$ cat src/rtl/fft_magnitude_writer_pkg.sv
`timescale 1ns/1ps
`default_nettype none
// ============================================================================
// Module  : fft_magnitude_writer_pkg
// Brief   : Shared bin layout, magnitude width helper and writer state encoding.
// Revision: 1.0 - initial release
// ============================================================================
package fft_magnitude_writer_pkg;

    // Real part sits in the low half of a bin word, imaginary part above it.
    localparam int RE_LSB = 0;

    function automatic int im_lsb(input int sample_width);
        return sample_width;
    endfunction

    // Width of re^2 + im^2 without overflow; the HPS reader checks DATA_WIDTH against this.
    function automatic int MAG_WIDTH(input int sample_width);
        return 2 * sample_width + 1;
    endfunction

    typedef enum logic [2:0] {
        IDLE  = 3'd0,
        FILL  = 3'd1,
        DRAIN = 3'd2,
        DONE  = 3'd3,
        HOLD  = 3'd4
    } fsm_state_e;

endpackage
`default_nettype wire

$ cat src/rtl/fft_magnitude_writer_if.sv
`timescale 1ns/1ps
`default_nettype none
// ============================================================================
// Module  : fft_magnitude_writer_if
// Brief   : AXI-stream style complex-bin channel from the FFT IP to the writer.
// Revision: 1.0 - initial release
// ============================================================================
interface fft_magnitude_writer_if #(
    parameter int SAMPLE_WIDTH = 16
) ();

    logic [2*SAMPLE_WIDTH-1:0] s_tdata;
    logic                      s_tvalid;
    logic                      s_tlast;
    logic                      s_tready;

    modport master (
        output s_tdata,
        output s_tvalid,
        output s_tlast,
        input  s_tready
    );

    modport slave (
        input  s_tdata,
        input  s_tvalid,
        input  s_tlast,
        output s_tready
    );

endinterface
`default_nettype wire

$ cat src/rtl/fft_magnitude_writer_complex_mag_sq.sv
`timescale 1ns/1ps
`default_nettype none
// ============================================================================
// Module  : complex_mag_sq
// Brief   : Two-stage pipelined re^2 + im^2 with valid/last/address sideband.
// Revision: 1.0 - initial release
// ============================================================================
module complex_mag_sq
    import fft_magnitude_writer_pkg::*;
#(
    parameter int SAMPLE_WIDTH = 16,
    parameter int ADDR_WIDTH   = 12,
    parameter int DATA_WIDTH   = 34
) (
    input  wire logic                           clock,
    input  wire logic                           reset_n,
    input  wire logic                           in_valid,
    input  wire logic                           in_last,
    input  wire logic signed [SAMPLE_WIDTH-1:0] in_re,
    input  wire logic signed [SAMPLE_WIDTH-1:0] in_im,
    input  wire logic        [ADDR_WIDTH-1:0]   in_addr,
    output logic                                out_valid,
    output logic                                out_last,
    output logic             [ADDR_WIDTH-1:0]   out_addr,
    output logic             [DATA_WIDTH-1:0]   out_data
);

    localparam int SQ_WIDTH  = 2 * SAMPLE_WIDTH;
    localparam int M_WIDTH   = MAG_WIDTH(SAMPLE_WIDTH);

    logic signed [SQ_WIDTH-1:0] re_ext;
    logic signed [SQ_WIDTH-1:0] im_ext;
    logic signed [SQ_WIDTH-1:0] re_sq;
    logic signed [SQ_WIDTH-1:0] im_sq;
    logic        [M_WIDTH-1:0]  mag_sum;
    logic        [DATA_WIDTH-1:0] mag_ext;

    logic                  s1_valid_q, s1_valid_d;
    logic                  s1_last_q,  s1_last_d;
    logic [ADDR_WIDTH-1:0] s1_addr_q,  s1_addr_d;
    logic [SQ_WIDTH-1:0]   s1_re_sq_q, s1_re_sq_d;
    logic [SQ_WIDTH-1:0]   s1_im_sq_q, s1_im_sq_d;

    logic                  s2_valid_q, s2_valid_d;
    logic                  s2_last_q,  s2_last_d;
    logic [ADDR_WIDTH-1:0] s2_addr_q,  s2_addr_d;
    logic [DATA_WIDTH-1:0] s2_data_q,  s2_data_d;

    // Squares are never negative, so the signed products are stored as unsigned.
    assign re_ext  = SQ_WIDTH'(in_re);
    assign im_ext  = SQ_WIDTH'(in_im);
    assign re_sq   = re_ext * re_ext;
    assign im_sq   = im_ext * im_ext;
    assign mag_sum = {1'b0, s1_re_sq_q} + {1'b0, s1_im_sq_q};

    generate
        if (DATA_WIDTH > M_WIDTH) begin : g_zext
            assign mag_ext = {{(DATA_WIDTH - M_WIDTH){1'b0}}, mag_sum};
        end else begin : g_fit
            assign mag_ext = mag_sum[DATA_WIDTH-1:0];
        end
    endgenerate

    always_comb begin
        s1_valid_d = in_valid;
        s1_last_d  = in_valid && in_last;
        s1_addr_d  = in_addr;
        s1_re_sq_d = re_sq;
        s1_im_sq_d = im_sq;
        s2_valid_d = s1_valid_q;
        s2_last_d  = s1_last_q;
        s2_addr_d  = s1_addr_q;
        s2_data_d  = mag_ext;
    end

    always_ff @(posedge clock) begin
        if (!reset_n) begin
            s1_valid_q <= 1'b0;
            s1_last_q  <= 1'b0;
            s1_addr_q  <= '0;
            s1_re_sq_q <= '0;
            s1_im_sq_q <= '0;
            s2_valid_q <= 1'b0;
            s2_last_q  <= 1'b0;
            s2_addr_q  <= '0;
            s2_data_q  <= '0;
        end else begin
            s1_valid_q <= s1_valid_d;
            s1_last_q  <= s1_last_d;
            s1_addr_q  <= s1_addr_d;
            s1_re_sq_q <= s1_re_sq_d;
            s1_im_sq_q <= s1_im_sq_d;
            s2_valid_q <= s2_valid_d;
            s2_last_q  <= s2_last_d;
            s2_addr_q  <= s2_addr_d;
            s2_data_q  <= s2_data_d;
        end
    end

    assign out_valid = s2_valid_q;
    assign out_last  = s2_last_q;
    assign out_addr  = s2_addr_q;
    assign out_data  = s2_data_q;

endmodule
`default_nettype wire

$ cat src/rtl/fft_magnitude_writer.sv
`timescale 1ns/1ps
`default_nettype none
// ============================================================================
// Module  : fft_magnitude_writer
// Brief   : Writes |X[k]|^2 of each FFT frame into the HPS spectrum RAM.
//           Define FFT_MAG_HALF_SPECTRUM_EN to write only bins 0..N/2-1.
// Revision: 1.0 - initial release
// ============================================================================
module fft_magnitude_writer
    import fft_magnitude_writer_pkg::*;
#(
    parameter int K_WIDTH      = 12,
    parameter int SAMPLE_WIDTH = 16,
    parameter int DATA_WIDTH   = 34
) (
    input  wire logic                   clock,
    input  wire logic                   reset_n,
    fft_magnitude_writer_if.slave       bin,
    input  wire logic                   reader_release,
    output logic [K_WIDTH-1:0]          ram_wr_addr,
    output logic [DATA_WIDTH-1:0]       ram_wr_data,
    output logic                        ram_wr_en,
    output logic                        frame_done,
    output logic                        frame_error
);

    // N is a power of two, so N-1 is all ones.
    localparam logic [K_WIDTH-1:0] LAST_K = '1;

    fsm_state_e          state_q, state_d;
    logic [K_WIDTH-1:0]  k_q, k_d;
    logic                tready_q, tready_d;
    logic                frame_error_q, frame_error_d;

    logic signed [SAMPLE_WIDTH-1:0] bin_re;
    logic signed [SAMPLE_WIDTH-1:0] bin_im;
    logic [K_WIDTH-1:0]  beat_idx;
    logic                accept;
    logic                is_last_k;
    logic                frame_end;
    logic                beat_err;

    logic                pipe_valid;
    logic                pipe_last;
    logic [K_WIDTH-1:0]  pipe_addr;
    logic [DATA_WIDTH-1:0] pipe_data;

    assign bin_re    = bin.s_tdata[RE_LSB +: SAMPLE_WIDTH];
    assign bin_im    = bin.s_tdata[im_lsb(SAMPLE_WIDTH) +: SAMPLE_WIDTH];
    assign accept    = bin.s_tvalid && tready_q;
    assign beat_idx  = (state_q == IDLE) ? '0 : k_q;
    assign is_last_k = (beat_idx == LAST_K);
    assign frame_end = accept && (bin.s_tlast || is_last_k);
    // Mismatch only matters on the beat that ends the frame; elsewhere both terms are 0.
    assign beat_err  = bin.s_tlast ^ is_last_k;

    always_comb begin
        state_d       = state_q;
        k_d           = k_q;
        frame_error_d = frame_error_q;
        case (state_q)
            IDLE: begin
                if (accept) begin
                    k_d           = beat_idx + K_WIDTH'(1);
                    frame_error_d = beat_err;
                    state_d       = frame_end ? DRAIN : FILL;
                end
            end
            FILL: begin
                if (accept) begin
                    k_d           = k_q + K_WIDTH'(1);
                    frame_error_d = frame_error_q | beat_err;
                    if (frame_end) begin
                        state_d = DRAIN;
                    end
                end
            end
            DRAIN: begin
                if (pipe_valid && pipe_last) begin
                    state_d = DONE;
                end
            end
            DONE: begin
                state_d = HOLD;
            end
            HOLD: begin
                if (reader_release) begin
                    state_d = IDLE;
                end
            end
            default: begin
                state_d = IDLE;
            end
        endcase
        tready_d = (state_d == IDLE) || (state_d == FILL);
    end

    always_ff @(posedge clock) begin
        if (!reset_n) begin
            state_q       <= IDLE;
            k_q           <= '0;
            tready_q      <= 1'b0;
            frame_error_q <= 1'b0;
        end else begin
            state_q       <= state_d;
            k_q           <= k_d;
            tready_q      <= tready_d;
            frame_error_q <= frame_error_d;
        end
    end

    complex_mag_sq #(
        .SAMPLE_WIDTH (SAMPLE_WIDTH),
        .ADDR_WIDTH   (K_WIDTH),
        .DATA_WIDTH   (DATA_WIDTH)
    ) u_mag_sq (
        .clock     (clock),
        .reset_n   (reset_n),
        .in_valid  (accept),
        .in_last   (frame_end),
        .in_re     (bin_re),
        .in_im     (bin_im),
        .in_addr   (beat_idx),
        .out_valid (pipe_valid),
        .out_last  (pipe_last),
        .out_addr  (pipe_addr),
        .out_data  (pipe_data)
    );

`ifdef FFT_MAG_HALF_SPECTRUM_EN
    // Upper half mirrors the lower half for real input; the frame still drains through it.
    assign ram_wr_en = pipe_valid && !pipe_addr[K_WIDTH-1];
`else
    assign ram_wr_en = pipe_valid;
`endif

    assign ram_wr_addr  = pipe_addr;
    assign ram_wr_data  = pipe_data;
    assign frame_done   = (state_q == DONE);
    assign frame_error  = frame_error_q;
    assign bin.s_tready = tready_q;

endmodule
`default_nettype wire

$ cat src/flat_wrapper.sv
// flat-port wrapper written by rule: the top's interface ports become plain ports
module fft_magnitude_writer_flat import fft_magnitude_writer_pkg::*;
#(
    parameter int K_WIDTH      = 12,
    parameter int SAMPLE_WIDTH = 16,
    parameter int DATA_WIDTH   = 34
)
  (clock, reset_n, reader_release, ram_wr_addr, ram_wr_data, ram_wr_en, frame_done, frame_error, bin_s_tdata, bin_s_tvalid, bin_s_tlast, bin_s_tready);
  fft_magnitude_writer_if #(.SAMPLE_WIDTH(SAMPLE_WIDTH)) bin_i ();
  input  wire logic clock;
  input  wire logic reset_n;
  input  wire logic reader_release;
  output logic [K_WIDTH-1:0] ram_wr_addr;
  output logic [DATA_WIDTH-1:0] ram_wr_data;
  output logic ram_wr_en;
  output logic frame_done;
  output logic frame_error;
  input wire logic [$bits(bin_i.s_tdata)-1:0] bin_s_tdata;
  input wire logic [$bits(bin_i.s_tvalid)-1:0] bin_s_tvalid;
  input wire logic [$bits(bin_i.s_tlast)-1:0] bin_s_tlast;
  output wire logic [$bits(bin_i.s_tready)-1:0] bin_s_tready;
  assign bin_i.s_tdata = bin_s_tdata;
  assign bin_i.s_tvalid = bin_s_tvalid;
  assign bin_i.s_tlast = bin_s_tlast;
  assign bin_s_tready = bin_i.s_tready;
  fft_magnitude_writer #(.K_WIDTH(K_WIDTH), .SAMPLE_WIDTH(SAMPLE_WIDTH), .DATA_WIDTH(DATA_WIDTH)) u_core (.clock(clock), .reset_n(reset_n), .bin(bin_i), .reader_release(reader_release), .ram_wr_addr(ram_wr_addr), .ram_wr_data(ram_wr_data), .ram_wr_en(ram_wr_en), .frame_done(frame_done), .frame_error(frame_error));
endmodule
$ cat config.mk
export PLATFORM = sky130hd
export DESIGN_NAME = fft_magnitude_writer_flat
export DESIGN_NICKNAME = d
export VERILOG_FILES = /design/src/rtl/fft_magnitude_writer_pkg.sv /design/src/rtl/fft_magnitude_writer_if.sv /design/src/rtl/fft_magnitude_writer_complex_mag_sq.sv /design/src/rtl/fft_magnitude_writer.sv /design/src/flat_wrapper.sv
export SDC_FILE = /design/constraint.sdc
export NUM_CORES = 1
export LEC_CHECK = 0
export ABC_AREA = 1
export CAP_MARGIN = 5
export CORE_MARGIN = 3
export CORE_UTILIZATION = 50
export CTS_CLUSTER_DIAMETER = 80
export DETAILED_ROUTE_END_ITERATION = 16
export PLACE_DENSITY = 0.68
export SYNTH_ARGS = -nofsm -noshare
export SYNTH_HDL_FRONTEND = slang
export SYNTH_SLANG_ARGS = --single-unit
export TNS_END_PERCENT = 30
$ cat constraint.sdc
create_clock -name clock -period 7.1 [get_ports clock]
set_input_delay 1.42 -clock clock [delete_from_list [all_inputs] [get_ports clock]]
set_output_delay 1.42 -clock clock [all_outputs]
set_load 0.005 [all_outputs]
==> results.sh <==
export IMPL_synth_seq_cells=140
export IMPL_final_nets=4273
export IMPL_slew_violations=0
export IMPL_grt_setup_unrepaired="no"
export IMPL_synthesis_nets=4132
export IMPL_die_width_um=232
export IMPL_grtUsageTotal_pct=23.0
export IMPL_place_congestion=0.944
export IMPL_final_setup_viol_count=0
export IMPL_fill_cells=4782
export IMPL_placed_cell_area_sq_um=28100
export IMPL_ys_dominant_reg_cell="dfxtp_1"
export IMPL_crit_arrival_ns=7.16
export IMPL_worstSetupPathType="primary input to flop"
export IMPL_core_area_sq_um=50400
export IMPL_die_h_um=232
export IMPL_die_area_sq_um=54000
export IMPL_yosysSeqAreaShare_pct=10.9
export IMPL_post_cts_resized=0
export IMPL_slew_headroom_pct=52.1
export IMPL_drt_iter0_markers=1080
export IMPL_drc_errors=0
export IMPL_start_kind="primary input"
export IMPL_clk_pin_slew_ns=0.06
export IMPL_stdcell_count=4238
export IMPL_max_clock_path_buffers=2
export IMPL_met2_usage_pct=40.5
export IMPL_cts_tree="yes"
export IMPL_grt_busiest_layer="met2"
export IMPL_r2r_end="u_core.bin.s_tready"
export IMPL_status="completed"
export IMPL_syn_inst=3412
export IMPL_overflow=0
export IMPL_cp_required_ns=7.42
export IMPL_crit_fanout=17
export IMPL_synth_area_per_cell_sq_um=7.50
export IMPL_min_to="u_core.u_mag_sq.out_last"
export IMPL_antenna_found_initial=0
export IMPL_vias=20400
export IMPL_path_delay_family="adder cells"
export IMPL_worstPathCellList="clkdlybuf4s50_1 -> buf_4 -> nand2_1 -> inv_1 -> fa_1 -> inv_1 -> fa_1 -> fa_1 -> inv_1 -> fa_1 -> fa_1 -> inv_1 -> fa_1 -> inv_1 -> ha_1 -> nand2_1 -> nor2_1 -> inv_1 -> nor2_1 -> nand4_1 -> nand3b_1 -> nand2_1 -> nand2_1 -> nor2_1"
export IMPL_start_util_pct=50.8
export IMPL_reg2reg_from="u_core.state_q[2]"
export IMPL_postCtsSetupBuffers=0
export IMPL_critical_path_max_stage_delay_ns=0.57
export IMPL_use_met1_pct=31.0
export IMPL_endpoint_kind="flop"
export IMPL_clockRootBuffer="clkbuf_16"
export IMPL_yosysUniqueCellTypes=46
export IMPL_grt_max_degree=56
export IMPL_crit_slowest_cell="clkdlybuf4s50_1"
export IMPL_area_growth_pct=12.2
export IMPL_min_from="u_core.u_mag_sq.s1_last_q"
export IMPL_drt_wl_total_um=58500
export IMPL_fin_crit_ns=6.84
export IMPL_cts_buffers=17
export IMPL_rows=82
export IMPL_max_cap_violations=0
export IMPL_drive_gt1_share_pct=4.99
export IMPL_reg2reg_depth=9
export IMPL_crit_buf_inv=8
export IMPL_min_path_cells=2
export IMPL_hpwl_um=51500
export IMPL_async_flop_share_pct=0
export IMPL_drt_first_pass_iters=5
export IMPL_avgViaCountPerCell=4.80
export IMPL_synth_edf_count=0
export IMPL_grt_pass1_wl_um=101000
export IMPL_n_antenna_cell=0
export IMPL_finClkSkew_ns=0.00959
export IMPL_detail_route_antenna_nets=0
export IMPL_final_cell_area_sq_um=28700
export IMPL_clock_insertion_delay_worst_skew_ns=0.43
export IMPL_min_period_over_period_pct=96.3
export IMPL_hold_class="flop to flop"
export IMPL_routedWlPerCell_um=13.8
export IMPL_io_buffer_count=85
export IMPL_dp_cells=4206
export IMPL_synth_warnings=0
export IMPL_grt_pass1_vias=20900
export IMPL_gr_usage_met3_pct=2.16
export IMPL_worstMarginPinSlew_ns=0.718
export IMPL_cts_sinks=140
export IMPL_final_hold_viol_count=0
export IMPL_htree_levels=4
export IMPL_ff2ff_setup_slack_ns=4.98
export IMPL_io_pins=87
export IMPL_hold_buffers=0
export IMPL_fmax_ghz=0.146
export IMPL_mappedNetlistArea_sq_um=25600
[registers in the layout, summed over array words and instances, names as in the netlist, 3 cells and up]
name / cells
u_core.u_mag_sq.out_addr: 12
u_core.u_mag_sq.s1_re_sq_q: 31
u_core.k_q: 12
u_core.u_mag_sq.out_data: 33
u_core.state_q: 3
u_core.u_mag_sq.s1_addr_q: 12
u_core.u_mag_sq.s1_im_sq_q: 31
[worst min-delay path, cell delays in order (launching register included)]
cell and delay [ns]:
dfxtp_1 0.30, nand2_1 0.04, inv_1 0.04
[through the flow]
step	hold slack [ns]	worst slack (ns)	setup TNS (ns)	utilization, %
after floorplan	0.390	0.233	0	-
after global routing	0.430	0.0663	0	57.0
final	0.410	0.262	0	57.0
after CTS	0.411	0.368	0	57.0
after global placement	0.395	-0.0146	-0.0146	55.7
after detailed placement	0.397	-0.0605	-0.0605	55.7
[cell usage after synthesis (2+ instances only)]
cell	instances	share of area [%]
nand2_2	3	0.073
xor2_1	22	0.75
a31oi_1	4	0.098
nor2_4	3	0.13
nand3_1	98	1.9
o21ai_0	44	0.86
nand2_4	3	0.13
nor4_1	3	0.073
clkbuf_1	75	1.1
nand2_1	827	12
and2_1	11	0.27
ha_1	215	11
nor2_1	246	3.6
dfxtp_1	140	11
o21bai_1	21	0.62
inv_1	966	14
fa_1	468	37
buf_6	2	0.088
nor3_1	34	0.66
inv_2	2	0.029
o21a_1	16	0.47
clkinv_1	2	0.029
nand3b_1	10	0.29
a31o_2	4	0.14
buf_1	4	0.059
a21o_1	4	0.12
xnor2_1	10	0.34
nand4_1	24	0.59
or2_2	5	0.12
a21oi_1	130	2.5
[layout make-up]
type	instances	area [sq um]	area share (%)
Multi-Input combinational cell	2219	18800	65.6
Inverter	971	3650	12.7
Sequential cell	140	2800	9.76
Timing Repair Buffer	204	1950	6.81
Tap cell	672	841	2.93
Clock buffer	20	457	1.59
Clock inverter	12	186	0.649
[routing by layer]
metal	vias to the layer above	share of wire [%]	routed length [um]
li1	10200	-	-
met1	9668	45	26400
met2	424	49	28600
met5	-	0	0
met3	60	4.0	2360
met4	0	2.0	1150
[how the worst max path moves through the flow]
stage	from	to	slack (ns)	cells after the start
2_1_floorplan	bin_s_tdata[1]	u_core.u_mag_sq.s1_re_sq_q[31]	0.23	25
4_1_cts	bin_s_tdata[5]	u_core.u_mag_sq.s1_re_sq_q[23]	0.37	24
3_5_place_dp	bin_s_tdata[5]	u_core.u_mag_sq.s1_re_sq_q[23]	-0.06	24
6_report	bin_s_tdata[4]	u_core.u_mag_sq.s1_re_sq_q[23]	0.26	24
3_3_place_gp	bin_s_tdata[5]	u_core.u_mag_sq.s1_re_sq_q[23]	-0.01	22
5_1_grt	bin_s_tdata[5]	u_core.u_mag_sq.s1_re_sq_q[23]	0.07	23
[logic make-up (layout without fill, tap and decap cells)]
| kind of cell | count (synthesis) | after routing | synth area share [%] |
|---|---|---|---|
| buf+inv | 1053 | 1207 | 15.5 |
| fa+ha+maj | 683 | 683 | 47.1 |
| compound gates | 228 | 228 | 4.97 |
| flops | 140 | 140 | 10.9 |
| xor+xnor | 32 | 32 | 1.09 |
| other cells | 1 | 1 | 0.0146 |
| simple gates | 1275 | 1275 | 20.3 |
[placed cells by master, fill, tap and decap left out, drive strengths merged, types with 16 or more instances in the layout]
master	n
nand3	100
xor2	22
a21oi	130
inv	969
buf	120
o21a	16
clkdlybuf4s50	84
nor2	250
clkbuf	20
nor3	35
ha	215
o21ai	45
dfxtp	140
nand2	833
o21bai	21
fa	468
nand4	25
Power is not shown: default switching activity piles up to over one toggle a cycle in this logic, so the estimate is an artifact.
